<file path="config.mk">
export PLATFORM = sky130hd
export DESIGN_NAME = uart_rx_fifo
export DESIGN_NICKNAME = d
export VERILOG_FILES = /design/src/rtl/uart_rx_fifo.sv
export SDC_FILE = /design/constraint.sdc
export NUM_CORES = 1
export LEC_CHECK = 0
export CAP_MARGIN = 20
export CORE_UTILIZATION = 25
export CTS_CLUSTER_SIZE = 25
export DETAILED_ROUTE_END_ITERATION = 6
export PLACE_DENSITY_LB_ADDON = 0.1
export SYNTH_ARGS = -nofsm -noshare
export SYNTH_HDL_FRONTEND = slang
export SYNTH_SLANG_ARGS = --single-unit
export TNS_END_PERCENT = 100
</file>
<file path="constraint.sdc">
create_clock -name clk -period 2.45 [get_ports clk]
set_input_delay 0.6125 -clock clk [delete_from_list [all_inputs] [get_ports clk]]
set_output_delay 0.6125 -clock clk [all_outputs]
set_load 0.01 [all_outputs]
</file>
<file path="src/rtl/uart_rx_fifo.sv">
// UART 8N1 receiver feeding a first-word-fall-through receive FIFO.
// Sticky overrun / framing flags and a registered interrupt output.
//
// Ports:
//   clk        single clock, rising edge
//   reset      synchronous, active-high
//   rx         asynchronous serial input, idle high, LSB first
//   rd_en      pop strobe, one entry per cycle when not empty
//   clr_err    clears overrun and frame_err (a same-cycle set wins)
//   data_out   FIFO head byte, 0x00 when empty
//   empty      FIFO holds no entries
//   full       FIFO holds FIFO_DEPTH entries
//   count      current FIFO occupancy
//   overrun    sticky: a byte was dropped because the FIFO was full
//   frame_err  sticky: a stop bit was sampled low
//   irq        registered (!empty | overrun | frame_err)
module uart_rx_fifo #(
    parameter int CLK_DIV    = 217,
    parameter int FIFO_DEPTH = 16
) (
    input  logic                         clk,
    input  logic                         reset,
    input  logic                         rx,
    input  logic                         rd_en,
    input  logic                         clr_err,
    output logic [7:0]                   data_out,
    output logic                         empty,
    output logic                         full,
    output logic [$clog2(FIFO_DEPTH):0]  count,
    output logic                         overrun,
    output logic                         frame_err,
    output logic                         irq
);

    localparam int AW = $clog2(FIFO_DEPTH);
    localparam int CW = AW + 1;

    localparam logic [15:0] HALF_CNT = 16'(CLK_DIV / 2 - 1);
    localparam logic [15:0] BIT_CNT  = 16'(CLK_DIV - 1);
    localparam logic [CW-1:0] DEPTH_C = CW'(FIFO_DEPTH);

    typedef enum logic [1:0] {
        S_IDLE,
        S_START,
        S_DATA,
        S_STOP
    } state_t;

    // ------------------------------------------------------------
    // Input synchronizer
    // ------------------------------------------------------------
    logic r_sync1;
    logic r_sync2;
    logic w_rxs;

    always_ff @(posedge clk) begin
        if (reset) begin
            r_sync1 <= 1'b1;
            r_sync2 <= 1'b1;
        end else begin
            r_sync1 <= rx;
            r_sync2 <= r_sync1;
        end
    end

    assign w_rxs = r_sync2;

    // The synchronizer resets to 1, so its first two outputs after
    // reset are not real line samples. Arming waits until rxs
    // actually reflects rx, otherwise a line held low through reset
    // would look like idle-high followed by a start edge.
    logic [1:0] r_warm;

    always_ff @(posedge clk) begin
        if (reset) begin
            r_warm <= 2'd0;
        end else if (r_warm != 2'd2) begin
            r_warm <= r_warm + 2'd1;
        end
    end

    // ------------------------------------------------------------
    // Receiver FSM
    // ------------------------------------------------------------
    state_t      r_state;
    state_t      w_next;
    logic        r_armed;
    logic [15:0] r_cnt;
    logic [15:0] w_cnt_next;
    logic [2:0]  r_idx;
    logic [2:0]  w_idx_next;
    logic [7:0]  r_shift;
    logic        w_sample;
    logic        w_push;
    logic        w_ferr;
    logic        w_disarm;

    always_ff @(posedge clk) begin
        if (reset) begin
            r_state <= S_IDLE;
            r_cnt   <= 16'd0;
            r_idx   <= 3'd0;
        end else begin
            r_state <= w_next;
            r_cnt   <= w_cnt_next;
            r_idx   <= w_idx_next;
        end
    end

    always_comb begin
        w_next     = r_state;
        w_cnt_next = r_cnt + 16'd1;
        w_idx_next = r_idx;
        w_sample   = 1'b0;
        w_push     = 1'b0;
        w_ferr     = 1'b0;
        w_disarm   = 1'b0;
        unique case (r_state)
            S_IDLE: begin
                w_cnt_next = 16'd0;
                w_idx_next = 3'd0;
                if (r_armed && !w_rxs) begin
                    w_next   = S_START;
                    w_disarm = 1'b1;
                end
            end
            S_START: begin
                if (r_cnt == HALF_CNT) begin
                    w_cnt_next = 16'd0;
                    w_idx_next = 3'd0;
                    // High at mid start bit is a glitch.
                    w_next = w_rxs ? S_IDLE : S_DATA;
                end
            end
            S_DATA: begin
                if (r_cnt == BIT_CNT) begin
                    w_cnt_next = 16'd0;
                    w_sample   = 1'b1;
                    w_idx_next = r_idx + 3'd1;
                    if (r_idx == 3'd7) begin
                        w_next = S_STOP;
                    end
                end
            end
            S_STOP: begin
                if (r_cnt == BIT_CNT) begin
                    w_cnt_next = 16'd0;
                    w_next     = S_IDLE;
                    if (w_rxs) begin
                        w_push = 1'b1;
                    end else begin
                        w_ferr = 1'b1;
                    end
                end
            end
        endcase
    end

    // Arms only from a high line sample while idle; cleared when a
    // start is taken so a frame must end with rxs high to re-arm.
    always_ff @(posedge clk) begin
        if (reset) begin
            r_armed <= 1'b0;
        end else if (w_disarm) begin
            r_armed <= 1'b0;
        end else if (r_state == S_IDLE && r_warm == 2'd2 && w_rxs) begin
            r_armed <= 1'b1;
        end
    end

    always_ff @(posedge clk) begin
        if (reset) begin
            r_shift <= 8'h00;
        end else if (w_sample) begin
            r_shift[r_idx] <= w_rxs;
        end
    end

    // ------------------------------------------------------------
    // Receive FIFO
    // ------------------------------------------------------------
    logic [7:0]    r_mem [FIFO_DEPTH];
    logic [AW-1:0] r_wptr;
    logic [AW-1:0] r_rptr;
    logic [CW-1:0] r_count;
    logic          w_pop;
    logic          w_wr;
    logic          w_ovr_set;

    assign empty = (r_count == '0);
    assign full  = (r_count == DEPTH_C);
    assign count = r_count;

    // A pop in the same cycle frees the slot, so a full FIFO still
    // accepts the incoming byte.
    assign w_pop     = rd_en && !empty;
    assign w_wr      = w_push && (!full || w_pop);
    assign w_ovr_set = w_push && full && !w_pop;

    always_ff @(posedge clk) begin
        if (w_wr) begin
            r_mem[r_wptr] <= r_shift;
        end
    end

    always_ff @(posedge clk) begin
        if (reset) begin
            r_wptr  <= '0;
            r_rptr  <= '0;
            r_count <= '0;
        end else begin
            if (w_wr) begin
                r_wptr <= r_wptr + AW'(1);
            end
            if (w_pop) begin
                r_rptr <= r_rptr + AW'(1);
            end
            unique case ({w_wr, w_pop})
                2'b10:   r_count <= r_count + CW'(1);
                2'b01:   r_count <= r_count - CW'(1);
                default: r_count <= r_count;
            endcase
        end
    end

    assign data_out = empty ? 8'h00 : r_mem[r_rptr];

    // ------------------------------------------------------------
    // Sticky flags and interrupt
    // ------------------------------------------------------------
    logic r_overrun;
    logic r_frame_err;
    logic r_irq;

    always_ff @(posedge clk) begin
        if (reset) begin
            r_overrun   <= 1'b0;
            r_frame_err <= 1'b0;
            r_irq       <= 1'b0;
        end else begin
            if (w_ovr_set) begin
                r_overrun <= 1'b1;
            end else if (clr_err) begin
                r_overrun <= 1'b0;
            end
            if (w_ferr) begin
                r_frame_err <= 1'b1;
            end else if (clr_err) begin
                r_frame_err <= 1'b0;
            end
            r_irq <= !empty || r_overrun || r_frame_err;
        end
    end

    assign overrun   = r_overrun;
    assign frame_err = r_frame_err;
    assign irq       = r_irq;

endmodule
</file>
# --- After elaboration in Yosys (flattened, before gate mapping) ---
# Memories as Yosys holds them, arrays and structs flattened. A register that Yosys moved wholly into a read port is not among the register bits.
# Cells that the tools add are included.
classes:
  addsub: 7
  n_lt_le_gt_ge: 2
  eq_ne: 16
  mux: 35
  n_reduce_logical: 25
ops:
  columns: ["cell", "n"]
  rows:
  - ["$pmux 16 s3", 1]
  - ["$mux 16", 2]
  - ["$add 16x1->16 const B", 1]
  - ["$eq 16x7->1 const B", 1]
  - ["$eq 16x8->1 const B", 1]
  - ["$mux 1", 16]
  - ["$mux 2", 6]
  - ["$ne 2x2->1 const B", 6]
  - ["$pmux 5 s2", 1]
  - ["$pmux 3 s3", 1]
  - ["$add 4x1->4 const B", 2]
  - ["$bwmux 8", 1]
  - ["$eq 2x2->1 const B", 4]
  - ["$logic_and 1x1->1", 8]
  - ["$mux 4", 2]
  - ["$mux 8", 1]
  - ["$pmux 2 s4", 1]
  - ["$mux 3", 2]
  - ["$reduce_bool 2->1", 3]
  - ["$add 5x1->5 const B", 1]
  - ["$eq 5x5->1 const B", 1]
  - ["$logic_not 5->1", 1]
  - ["$reduce_and 5->1", 1]
  - ["$sub 5x1->5 const B", 1]
  - ["13 further kinds", 20]
totals:
  ff_bits: 50
  ramBits: 128
  in_bits: 5
  output_inout_bits: 18
  wordCells: 100
  memories: 1
mem_list:
  columns: ["name", "words", "word_bits", "rd", "rd_clocked_by_memory_dff", "write_ports", "line", "source"]
  rows:
  - ["r_mem", 16, 8, 1, 1, 1, "182", "logic [7:0] r_mem [FIFO_DEPTH];"]

# --- Longest topological paths before layout ---
# Gate-level depths: netlist of run 1.
depth:
  word_depth: 7
  mapped_depth: 12
  depth_no_buf: 10

# --- Worst setup path after synthesis of run 1 ---
# OpenSTA, ideal clock, no wires.
synth_path:
  path_type: "register -> register"
  start: "register r_count[1] (netlist: count[1])"
  end: "register r_count[4] (netlist: count[4])"
  setup_ps: 123
  t_arrival_ps: 2643
  required_ps: 2327
  slack_ps: -317
  path_stages_with_launch: 11
  n_path_buf: 2
  period_less_slack_ps: 2767
  cell_sequence: "dfxtp_1 > buf_6 > or4_4 > o21ai_2 > a21o_1 > buf_2 > xnor2_1 > ha_1 > o31a_1 > o32a_1 > mux2_1"
synth_between:
  elab_chain_len: 7
  elab_cells_between_ends: 13
  cone_classes: "2 x add/sub; 3 x eq/ne; 1 x mux; 7 x reduce/logical"
synth_lines:
  columns: ["element", "line", "source"]
  rows:
  - ["from (decl)", "185", "logic [CW-1:0] r_count;"]
  - ["from (signal assigned)", "219", "2'b10: r_count <= r_count + CW'(1);"]
  - ["from (signal assigned)", "220", "2'b01: r_count <= r_count - CW'(1);"]
  - ["from (signal assigned)", "221", "default: r_count <= r_count;"]
  - ["$logic_not 5->1", "190", "assign empty = (r_count == '0);"]
  - ["$logic_not 1->1", "196", "assign w_pop = rd_en && !empty;"]
  - ["$logic_and 1x1->1", "196", null]
  - ["$logic_or 1x1->1", "197", "assign w_wr = w_push && (!full || w_pop);"]
  - ["$logic_and 1x1->1", "197", null]
  - ["$eq 2x1->1 or $eq 2x2->1 (tied branches)", "218", "unique case ({w_wr, w_pop})"]
  - ["$pmux 5 s2 or $reduce_bool 2->1 (tied branches)", null, null]
# Parallel ways exist; a longest one is shown, timed or not.
# A chain may end at the register's enable or synchronous reset.

==> results of run 1 <==
-- through the flow --
stage	setup slack [ns]	hold slack, ns	total power [mW]
3_5_place_dp	-0.3928	0.4001	5.599
2_1_floorplan	-0.1325	0.3895	4.705
4_1_cts	-0.5447	0.4200	8.770
5_1_grt	-0.5522	0.4387	9.154
6_report	-0.4701	0.4187	8.720
3_3_place_gp	-0.3829	0.3941	5.594
-- Yosys cell counts, types with 2 or more instances --
| cell type | n | area (um^2) |
|---|---|---|
| edfxtp_1 | 128 | 3844 |
| nor2_1 | 57 | 214.0 |
| dfxtp_1 | 54 | 1081 |
| mux4_2 | 40 | 900.9 |
| a21oi_1 | 22 | 110.1 |
| nand3_1 | 20 | 100.1 |
| clkbuf_1 | 17 | 63.81 |
| inv_1 | 14 | 52.55 |
| nand2_1 | 14 | 52.55 |
| ha_1 | 12 | 150.1 |
| nor2b_1 | 11 | 68.82 |
| nor3_1 | 11 | 55.05 |
| o21ai_0 | 11 | 55.05 |
| xor2_1 | 11 | 96.34 |
| xnor2_1 | 9 | 78.83 |
| nand4_1 | 7 | 43.79 |
| and3_1 | 5 | 31.28 |
| buf_2 | 5 | 25.02 |
| nand2b_1 | 4 | 25.02 |
| or3_1 | 4 | 25.02 |
| a211oi_1 | 3 | 22.52 |
| a31oi_1 | 3 | 18.77 |
| buf_1 | 3 | 11.26 |
| nor3b_1 | 3 | 22.52 |
| nor4_1 | 3 | 18.77 |
| o41ai_1 | 3 | 26.28 |
| a21o_1 | 2 | 15.01 |
| a311oi_1 | 2 | 17.52 |
| buf_6 | 2 | 22.52 |
| mux2_1 | 2 | 22.52 |
| mux2i_1 | 2 | 20.02 |
| or2_2 | 2 | 12.51 |
-- critical path, delay by kind of cell (launching register included) --
| kind | cells | cell delay (ns) |
|---|---|---|
| multiplexers | 2 | 1.02 |
| flip-flops | 1 | 0.39 |
| buffers and inverters | 2 | 0.31 |
| AND/OR/NAND/NOR | 1 | 0.15 |
-- power by group through the flow --
stage	registers (mW)	clock network [mW]	logic (mW)
CTS	3.42	2.99	2.36
floorplan	3.50	0	1.21
detailed placement	3.49	0	2.11
finish	3.43	2.90	2.39
global route	3.44	3.10	2.61
global placement	3.48	0	2.11
-- repair_timing --
action	in CTS	in global routing
pin swaps	5	3
cloned	1	0
endpoints found under the setup margin	12	41
resized for setup	60	19
buffers inserted	10	1
hold buffers	0	0
-- final timing paths --
path / to / cells past startpoint
max: data_out[3] / 5
min: r_sync2 / 1
max reg2reg: count[4] / 8
min reg2reg: r_sync2 / 1
-- flip-flops by register name (all words and copies together) (netlist names), named ones only --
| name | flops |
|---|---|
| r_mem | 128 |
| r_cnt | 16 |
| r_shift | 8 |
| count | 5 |
| r_rptr | 4 |
| r_wptr | 4 |
| r_idx | 3 |
| r_warm | 2 |
| frame_err | 1 |
| irq | 1 |
| overrun | 1 |
| r_armed | 1 |
| r_state | 1 |
| r_sync1 | 1 |
| r_sync2 | 1 |
-- metal layers --
| metal | part of all wire | track usage | vias up |
|---|---|---|---|
| met5 | 0 | 0 | - |
| met4 | 0.0057 | 0.02717 | 0 |
| met3 | 0.023 | 0.02589 | 8 |
| met2 | 0.49 | 0.2097 | 57 |
| met1 | 0.48 | 0.1722 | 2274 |
| li1 | - | - | 2112 |
-- cells by family after synthesis --
group	count (synthesis)	share of synthesized area
AO/OA/AOI/OAI	56	0.04699
multiplexers	44	0.1261
AND/OR/NAND/NOR	150	0.1018
buffers and inverters	41	0.02341
adder cells (fa/ha/maj)	12	0.02007
XOR/XNOR	20	0.02341
flip-flops	182	0.6582
-- layout make-up --
class | instances | area, um^2
clock buffer | 17 | 425.4
clock inverter | 15 | 200.2
fill | 2860 | 19490
inverter | 14 | 52.55
multi-input combinational | 282 | 2486
sequential | 182 | 4931
tap | 384 | 480.5
timing repair buffer | 99 | 1020
==> summary.md, run 1 <==
| Metric | Value |
|---|---|
| Status | finished, violations left |
| Violated checks | setup timing |
| Measured slew at the worst slew-check pin | 0.6746 ns |
| TritonRoute pass-1 iters | 4 |
| Post-Layout Cell Count | between 900 and 1000 |
| Final setup viols | 9 |
| Initial antenna violation count | 0 |
| Area post-placement | 8797 um^2 |
| Synth cell types | 51 |
| VDD IR max | about 0.00070 V |
| Clock tree buffer depth | 2 |
| Worst path cell trace | buf_6 -> mux4_2 -> mux4_2 -> nor2b_4 -> buf_2 |
| Max Cap Viol | 0 |
| Synth Instances | just over 500 |
| Setup ws final | -0.4701 ns |
| Vias | 4451 |
| Crit path time final | 2.920 ns |
| Most frequent CP cell | mux4_2 |
| Synth async-reset ratio | 0 |
| Unrepaired setup endpoints after global routing | true |
| Final #Nets | 613 |
| Drt total wl | about 18000 um |
| Residual DRC count | 0 |
| WL/cell | 18.28 um |
| Largest net degree at the start of global routing | 39 |
| Vias per cell | 4.482 |
| Post-DP HPWL | 11860 um |
| Cts bufs inserted | 17 |
| Iteration-0 DRC Markers | 284 |
| Largest stage delay on the critical path | slightly above 0.5 ns |
| Pwr Density | 908.7 nW/um^2 |
| Critical path required time | 1.84 ns |
| Initial Utilization | 0.2572 |
| EDFF count, synth | 128 |
| Clock Skew | 0.02596 ns |
| Worst-path maximum fanout | 8 |
| Core Box Area | around 29000 um^2 |
| Relative slew slack | 0.5496 |
| H-tree lvl count | 4 |
| Synth warn | 0 |
| Psw | between 2 and 2.5 mW |
| Row count | 62 |
| Leak Pwr | 3.240 nW |
| CTS sink count | roughly 180 |
| CP Capture Type | primary output |
| Flop pwr share | 0.393 |
| Synth Area per Inst | 14.82 um^2 |
| Die Y | 175 um |
| Worst Path Arrival | ~2.3 ns |
| Core Util, Final | 0.3298 |
| Setup TNS | -3.517 ns |
| Placed cells | roughly 950 |
| Sequential area share after synthesis | 0.6582 |
| Min-Delay Path Class | reg -> reg |
| CTS Root Cell | clkbuf_16 |
| Routed Antenna Nets | 0 |
| Most frequent cells in the layout | edfxtp_1, nor2_1, buf_4 |
| Top FF cell, synth | edfxtp_1 |
| CP Class | reg -> out |
| CTS tree | yes |
| Combinational power share | 0.274 |
| CP max-delay cell | mux4_2 |
| Vias in the first global route | 4695 |
| Syn_nets | 522 |
| Final Max Slew Viols | 0 |
| Die footprint | 30630 um^2 |
| Most common cell after layout, fill and taps aside | edfxtp_1 |
| Cell Area, Synth | 7482 um^2 |
| Layout cells sized above 1 | 0.3071 |
| Final Instance Area | 9595 um^2 |
| Clk network pwr share | 0.333 |
| Final period utilization | 1.192 |
| Critical Path Start Type | register |
| Switching portion of total power | 0.2796 |
| Clock Pin Slew Worst Setup and Hold Paths | around 0.08 ns |
| First-pass GRT wire length | 28650 um |
| Port buffer count | 22 |
| Reg2reg start | count[0] |
| Min-delay src | r_sync1 |
| Synth Register Bits | 182 |
| # IOs | 23 |
| FMAX | 342.5 MHz |
| Gp weighted congestion | 0.7524 |
| Area growth, synth to finish | 28.24% |
| Worst reg2reg setup slack | -0.01 ns |
| Worst skew pair latency | 0.43 ns |
| Grt total ovfl | 0 |
| # diodes | 0 |
| Hold Vio Cnt, Final | 0 |
| Tot GR Track Use | 0.1272 |
| Die width | 175 um |
| Internal power | between 6 and 7 mW |
Note: power is estimated with default switching activity, not from simulation.
==> run 2: changes to the inputs <==
--- a/config.mk
+++ b/config.mk
@@ -6,10 +6,11 @@
 export NUM_CORES = 1
 export LEC_CHECK = 0
 export CAP_MARGIN = 20
-export CORE_UTILIZATION = 25
+export CORE_UTILIZATION = 55
 export CTS_CLUSTER_SIZE = 25
 export DETAILED_ROUTE_END_ITERATION = 6
 export PLACE_DENSITY_LB_ADDON = 0.1
+export SLEW_MARGIN = 20
 export SYNTH_ARGS = -nofsm -noshare
 export SYNTH_HDL_FRONTEND = slang
 export SYNTH_SLANG_ARGS = --single-unit
==> constraint.sdc (replaced) <==
create_clock -name clk -period 2.45 [get_ports clk]
set_input_delay 0.735 -clock clk [delete_from_list [all_inputs] [get_ports clk]]
set_output_delay 0.735 -clock clk [all_outputs]
set_load 0.01 [all_outputs]
==> summary.md, run 2 (synthesis gave the netlist of run 1 again) <==
| Metric | Value |
|---|---|
| Layout cells sized above 1 | 0.3191 |
| Vias per cell | 5.635 |
| Largest register FFs | around 130 |
| Critical Path Start Type | register |
| # diodes | 0 |
| Clock Pin Slew Worst Setup and Hold Paths | 0.06 ns |
| First-pass GRT wire length | between 20000 and 25000 um |
| Final #Nets | 612 |
| Core Box Area | 13240 um^2 |
| Worst hold path stage count | 1 |
| Die width | 118.6 um |
| Final setup viols | 11 |
| Die footprint | between 10000 and 15000 um^2 |
| Row count | 42 |
| Top reg by flops | r_mem |
| Relative slew slack | 0.5788 |
| Clock tree buffer depth | 2 |
| Worst path cell trace | buf_12 -> buf_8 -> mux4_2 -> mux4_2 -> nor2b_4 -> buf_6 |
| CP Capture Type | primary output |
| Place WS | -0.5825 ns |
| Initial Utilization | 0.5650 |
| Gp weighted congestion | 0.7595 |
| CP max-delay cell | mux4_2 |
| Vias | ~4400 |
| Measured slew at the worst slew-check pin | 0.6312 ns |
| Tot GR Track Use | 0.2352 |
| Hold Vio Cnt, Final | 0 |
| Largest net degree at the start of global routing | 39 |
| Area growth, synth to finish | 24.85% |
| # IOs | 23 |
| Iteration-0 DRC Markers | 364 |
| Cts bufs inserted | 17 |
| Vias in the first global route | around 4500 |
| Most frequent CP cell | mux4_2 |
| Most frequent cells in the layout | edfxtp_1, buf_4, dfxtp_1 |
| Min-Delay Path Class | reg -> reg |
| Top delay family on crit path | multiplexers |
| Buf/Inv on CP | 3 |
| Routed Antenna Nets | 0 |
| Initial antenna violation count | 0 |
| Crit path time final | 3.091 ns |
| CTS tree | yes |
| Violated checks | setup timing |
| Drt total wl | roughly 16000 um |
| Unrepaired setup endpoints after global routing | true |
| FMAX | 323.5 MHz |
| WL/cell | around 20 um |
| H-tree lvl count | 4 |
| Worst Path Arrival | about 2.4 ns |
| Final period utilization | 1.262 |
| Worst skew pair latency | around 0.43 ns |
| CTS sink count | 182 |
| Critical path required time | 1.71 ns |
| Most common cell after layout, fill and taps aside | edfxtp_1 |
| Status | finished, violations left |
| Final Instance Area | ~9300 um^2 |
| CP Class | reg -> out |
| Die Y | 118.6 um |
| Final Max Slew Viols | 0 |
| CTS Root Cell | clkbuf_16 |
| Post-DP HPWL | 9790 um |
| Port buffer count | 22 |
| Worst-path maximum fanout | 8 |
| Grt total ovfl | 0 |
| Pwr Density | 904.3 nW/um^2 |
| Biggest regs | r_mem x128, r_cnt x16, r_shift x8 |
| Critical path depth | 6 |
| Clock Skew | about 0.011 ns |
| Residual DRC count | 0 |
| Leak Pwr | 3.212 nW |
| Largest stage delay on the critical path | 0.53 ns |
| VDD IR max | 0.0007405 V |
| Area post-placement | 8367 um^2 |
| Max Cap Viol | 0 |
| TritonRoute pass-1 iters | 4 |
| Setup ws final | -0.6412 ns |
| Reg2reg path depth | 9 |
| Hold bufs inserted after CTS | 0 |
## run 2: cell types whose count changed in the layout (fill, tap and decap cells not counted), moves of 4 or more
cell	previous run	this run
inv_6	4	0
buf_12	16	10
nor2_4	1	10
nor2b_1	4	8
inv_8	5	0
clkbuf_1	0	7
nor2_1	56	44
## run 2: through the flow
step | power (mW) | hold slack [ns] | utilization | cells | TNS, ns
CTS | 8.339 | 0.4115 | 0.6901 | 775 | -5.220
global route | 8.799 | 0.4236 | 0.7054 | 784 | -5.973
global placement | 5.410 | 0.3930 | 0.6318 | 733 | -50.02
finish | 8.448 | 0.4083 | 0.7054 | 784 | -5.160
detailed placement | 5.453 | 0.3974 | 0.6318 | 733 | -52.28
floorplan | 4.742 | 0.3895 | - | 505 | -0.1629
## run 2: power by group
group          total, mW  switching, mW  internal, mW
clock network       2.48           1.04          1.44
registers           3.43         0.0838          3.35
logic               2.53           1.04          1.49
total               8.45           2.16          6.28
## run 2: layout make-up
type	instances	area, um^2
repair buffers	98	994.7
flip-flops and latches	182	4932
well taps	176	220.2
multi-input cells	282	2611
inverters	14	52.55
clock buffers	26	479.2
clock inverters	6	51.30
fillers	906	3901
## run 2: worst reg2reg max path, cell delays in order, from the launching register on
cell and delay [ns]:
dfxtp_2 0.32, or4_4 0.58, buf_12 0.16, o21ai_4 0.14
a21o_1 0.17, xnor2_1 0.09, ha_2 0.21, o31a_1 0.24
o32a_1 0.31, mux2_4 0.30
## run 2: what timing repair did
action,4_1_cts,5_1_grt
pin swaps,5,8
setup buffers,9,11
gates resized for setup,81,34
endpoints found under the setup margin,93,130
cloned,1,0
## run 2: worst paths after layout
check,start,to,slack [ns]
hold / removal,r_sync1,r_sync2,0.41
setup / recovery,register,data_out[7],-0.64
setup reg to reg,count[1],count[4],-0.16
hold reg to reg,r_sync1,r_sync2,0.41
## run 2: per-layer routing
metal	share of wire	routed length, um	track usage
met3	0.032	490	0.05116
met5	0	0	0
met2	0.53	8257	0.3977
met1	0.43	6590	0.3030
met4	0.011	164	0.07595
==> run 3: changes to the inputs <==
--- a/config.mk
+++ b/config.mk
@@ -5,8 +5,10 @@
 export SDC_FILE = /design/constraint.sdc
 export NUM_CORES = 1
 export LEC_CHECK = 0
+export ABC_AREA = 1
 export CAP_MARGIN = 20
 export CORE_UTILIZATION = 55
+export CTS_BUF_LIST = sky130_fd_sc_hd__clkbuf_16
 export CTS_CLUSTER_SIZE = 25
 export DETAILED_ROUTE_END_ITERATION = 6
 export PLACE_DENSITY_LB_ADDON = 0.1
==> summary.md, run 3 <==
| Metric | Value |
|---|---|
| Syn_nets | approximately 730 |
| Min Hold Slack | just over 0.4 ns |
| Residual DRC count | 0 |
| Synth async-reset ratio | 0 |
| VDD IR max | 0.0005203 V |
| # IOs | 23 |
| Unrepaired setup endpoints after global routing | true |
| Area post-placement | 8439 um^2 |
| First-pass GRT wire length | 29050 um |
| Grt met3 use | 0.05566 |
| Most frequent cells after synthesis | nor2_1, edfxtp_1, o21ai_0, dfxtp_1, nand2_1 |
| Grt peak-use layer | met2 |
| CTS Root Cell | clkbuf_16 |
| Critical path required time | 1.71 ns |
| Synth cell types | 45 |
| Tot GR Track Use | 0.2709 |
| Vias in the first global route | 5565 |
| Worst skew pair latency | around 0.42 ns |
| Largest register FFs | about 130 |
| Worst Path Arrival | a little under 2 ns |
| Area growth, synth to finish | 25.68% |
| Reg2reg path depth | 15 |
| # diodes | 0 |
| Largest stage delay on the critical path | between 0.3 and 0.4 ns |
| Initial Utilization | 0.5726 |
| Most frequent CP cell | buf_12 |
| Status | finished, violations left |
| Violated checks | setup timing |
| Synth Area per Inst | roughly 11 um^2 |
| Final setup viols | 8 |
| Grt total ovfl | 0 |
| CP max-delay cell | dfxtp_4 |
| CP Capture Type | primary output |
| Max Cap Viol | 0 |
| Iteration-0 DRC Markers | 596 |
| Synth top area share | 0.4989 |
| FMAX | 373.6 MHz |
| Synth warn | 0 |
| Clock Pin Slew Worst Setup and Hold Paths | 0.06 ns |
| Critical Path Start Type | register |
| GR Util met2 | 0.4720 |
| Top FF cell, synth | edfxtp_1 |
| Most common cell in the netlist | nor2_1 |
| Vias | 5794 |
| Post-DP HPWL | 11620 um |
| Gp weighted congestion | 0.8837 |
| Drt total wl | a little under 20000 um |
| Crit path time final | 2.677 ns |
| Port buffer count | 22 |
| Hold Vio Cnt, Final | 0 |
| CTS tree | yes |
| Most frequent cells in the layout | edfxtp_1, nor2_1, nand2_1, dfxtp_1, inv_1 |
| WL/cell | 19.65 um |
| Endpoint of the worst register-to-register path | count[4] |
| Hold bufs inserted after CTS | 0 |
| Leak Pwr | 3.674 nW |
| EDFF count, synth | approximately 130 |
| H-tree lvl count | 4 |
| Worst-path maximum fanout | 8 |
| Cts bufs inserted | 17 |
| Clock tree buffer depth | 2 |
| Vias per cell | 5.888 |
| Clock Skew | 0.007935 ns |
| Final period utilization | 1.093 |
| Initial antenna violation count | 0 |
| Biggest regs | r_mem x128, r_cnt x16, r_shift x8 |
| Final Instance Area | ~9700 um^2 |
| Setup ws final | -0.2269 ns |
| Largest net degree at the start of global routing | 18 |
| CP Class | reg -> out |
| Measured slew at the worst slew-check pin | 0.7477 ns |
| Die Y | 120.4 um |
| Area contributors post-synth | edfxtp_1, dfxtp_1, nor2_1, o21ai_0, nand2_1 |
| Reg area | just under 5000 um^2 |
| Largest area contributor in the netlist | edfxtp_1 |
| TritonRoute pass-1 iters | 5 |
| Sequential area share after synthesis | 0.6393 |
| Area of the multi-input gates | 2720 um^2 |
| Worst setup path endpoint | data_out[6] |
| Met1 GRT Util | 0.3308 |
| Worst path cell trace | buf_12 -> clkinv_16 -> buf_12 -> o21ai_1 -> o221ai_1 -> nand3_1 -> a21oi_2 -> buf_2 |
| Min-Delay Path Class | reg -> reg |
| Most common cell after layout, fill and taps aside | edfxtp_1 |
| Die footprint | 14480 um^2 |
| Worst reg2reg setup slack | 0.28 ns |
| Fillers | 945 |
| Top reg by flops | r_mem |
| Final Max Slew Viols | 0 |
| Row count | 42 |
| CTS sink count | 182 |
| Die width | 120.4 um |
| Setup TNS | -1.644 ns |
| Synth Register Bits | 182 |
| Cell Area, Synth | 7704 um^2 |
| Relative slew slack | 0.5008 |
| Pwr Density | 936.7 nW/um^2 |
| Synth Instances | 716 |
| Routed Antenna Nets | 0 |
| Core Box Area | 13450 um^2 |
| Final #Nets | roughly 810 |
| Layout cells sized above 1 | 0.2463 |
| Reg2reg start | r_cnt[0] |
run 3: changes by cell type in the layout (fill, tap and decap cells not counted), sizes merged, moves of 14 or more:
cell	before	now
o221ai	0	20
inv	14	58
o21ai	12	86
mux4	40	0
nor2	57	146
nand2	14	61
buf	83	69
run 3: routing by layer:
metal | part of all wire | vias to the layer above | wire length (um)
met4 | 0.030 | 0 | 585
li1 | - | 2696 | -
met2 | 0.52 | 237 | 9969
met5 | 0 | - | 0
met3 | 0.062 | 47 | 1190
met1 | 0.39 | 2814 | 7594
run 3: where the power goes:
part	total (mW)	internal [mW]	switching, mW
sequential	3.42	3.35	0.0693
clock	2.62	1.49	1.14
combinational	3.03	1.37	1.66
run 3: layout make-up:
cell class | instances | area share
clock inverter | 15 | 0.01434
sequential | 182 | 0.5092
tap | 176 | 0.02274
timing repair buffer | 88 | 0.1024
clock buffer | 17 | 0.04394
inverter | 61 | 0.02649
multi-input combinational | 445 | 0.2810
run 3: timing repair:
| item | 4_1_cts | 5_1_grt |
|---|---|---|
| gates cloned | 7 | 5 |
| setup endpoints to repair | 9 | 9 |
| resized for setup | 93 | 73 |
| buffers inserted | 8 | 1 |
| pin swaps | 32 | 42 |
run 3: critical path: cells and delay by family, from the launching register on:
| kind | cells | cell delay [ns] |
|---|---|---|
| AOI/OAI and AO/OA | 3 | 0.50 |
| buffers and inverters | 4 | 0.52 |
| and+or+nand+nor | 1 | 0.13 |
| DFF | 1 | 0.36 |
run 3: worst min path at each step:
stage | from | endpoint | slack (ns) | cells past startpoint
detailed placement | r_sync1 | r_sync2 | 0.40 | 1
global placement | r_sync1 | r_sync2 | 0.40 | 1
finish | r_sync1 | r_sync2 | 0.41 | 1
CTS | r_sync1 | r_sync2 | 0.42 | 1
global route | r_sync1 | r_sync2 | 0.42 | 1
floorplan | r_sync1 | r_sync2 | 0.39 | 1
run 3: kinds of logic after synthesis:
group | count (synthesis) | synth area share
AND/OR/NAND/NOR | 259 | 0.1611
flip-flops | 182 | 0.6393
AO/OA/AOI/OAI | 168 | 0.1283
buffers and inverters | 89 | 0.04499
adder cells (fa/ha/maj) | 12 | 0.01949
XOR/XNOR | 6 | 0.006821
run 3: through the flow:
step | utilization | std cells | power [mW] | worst slack, ns
after global placement | 0.6273 | 934 | 5.593 | -0.2132
after detailed placement | 0.6273 | 934 | 5.639 | -0.2398
after CTS | 0.6986 | 981 | 8.730 | -0.2573
final | 0.7197 | 984 | 9.069 | -0.2269
after global routing | 0.7197 | 984 | 9.430 | -0.3184
after floorplan | - | 716 | 4.658 | 0.3147
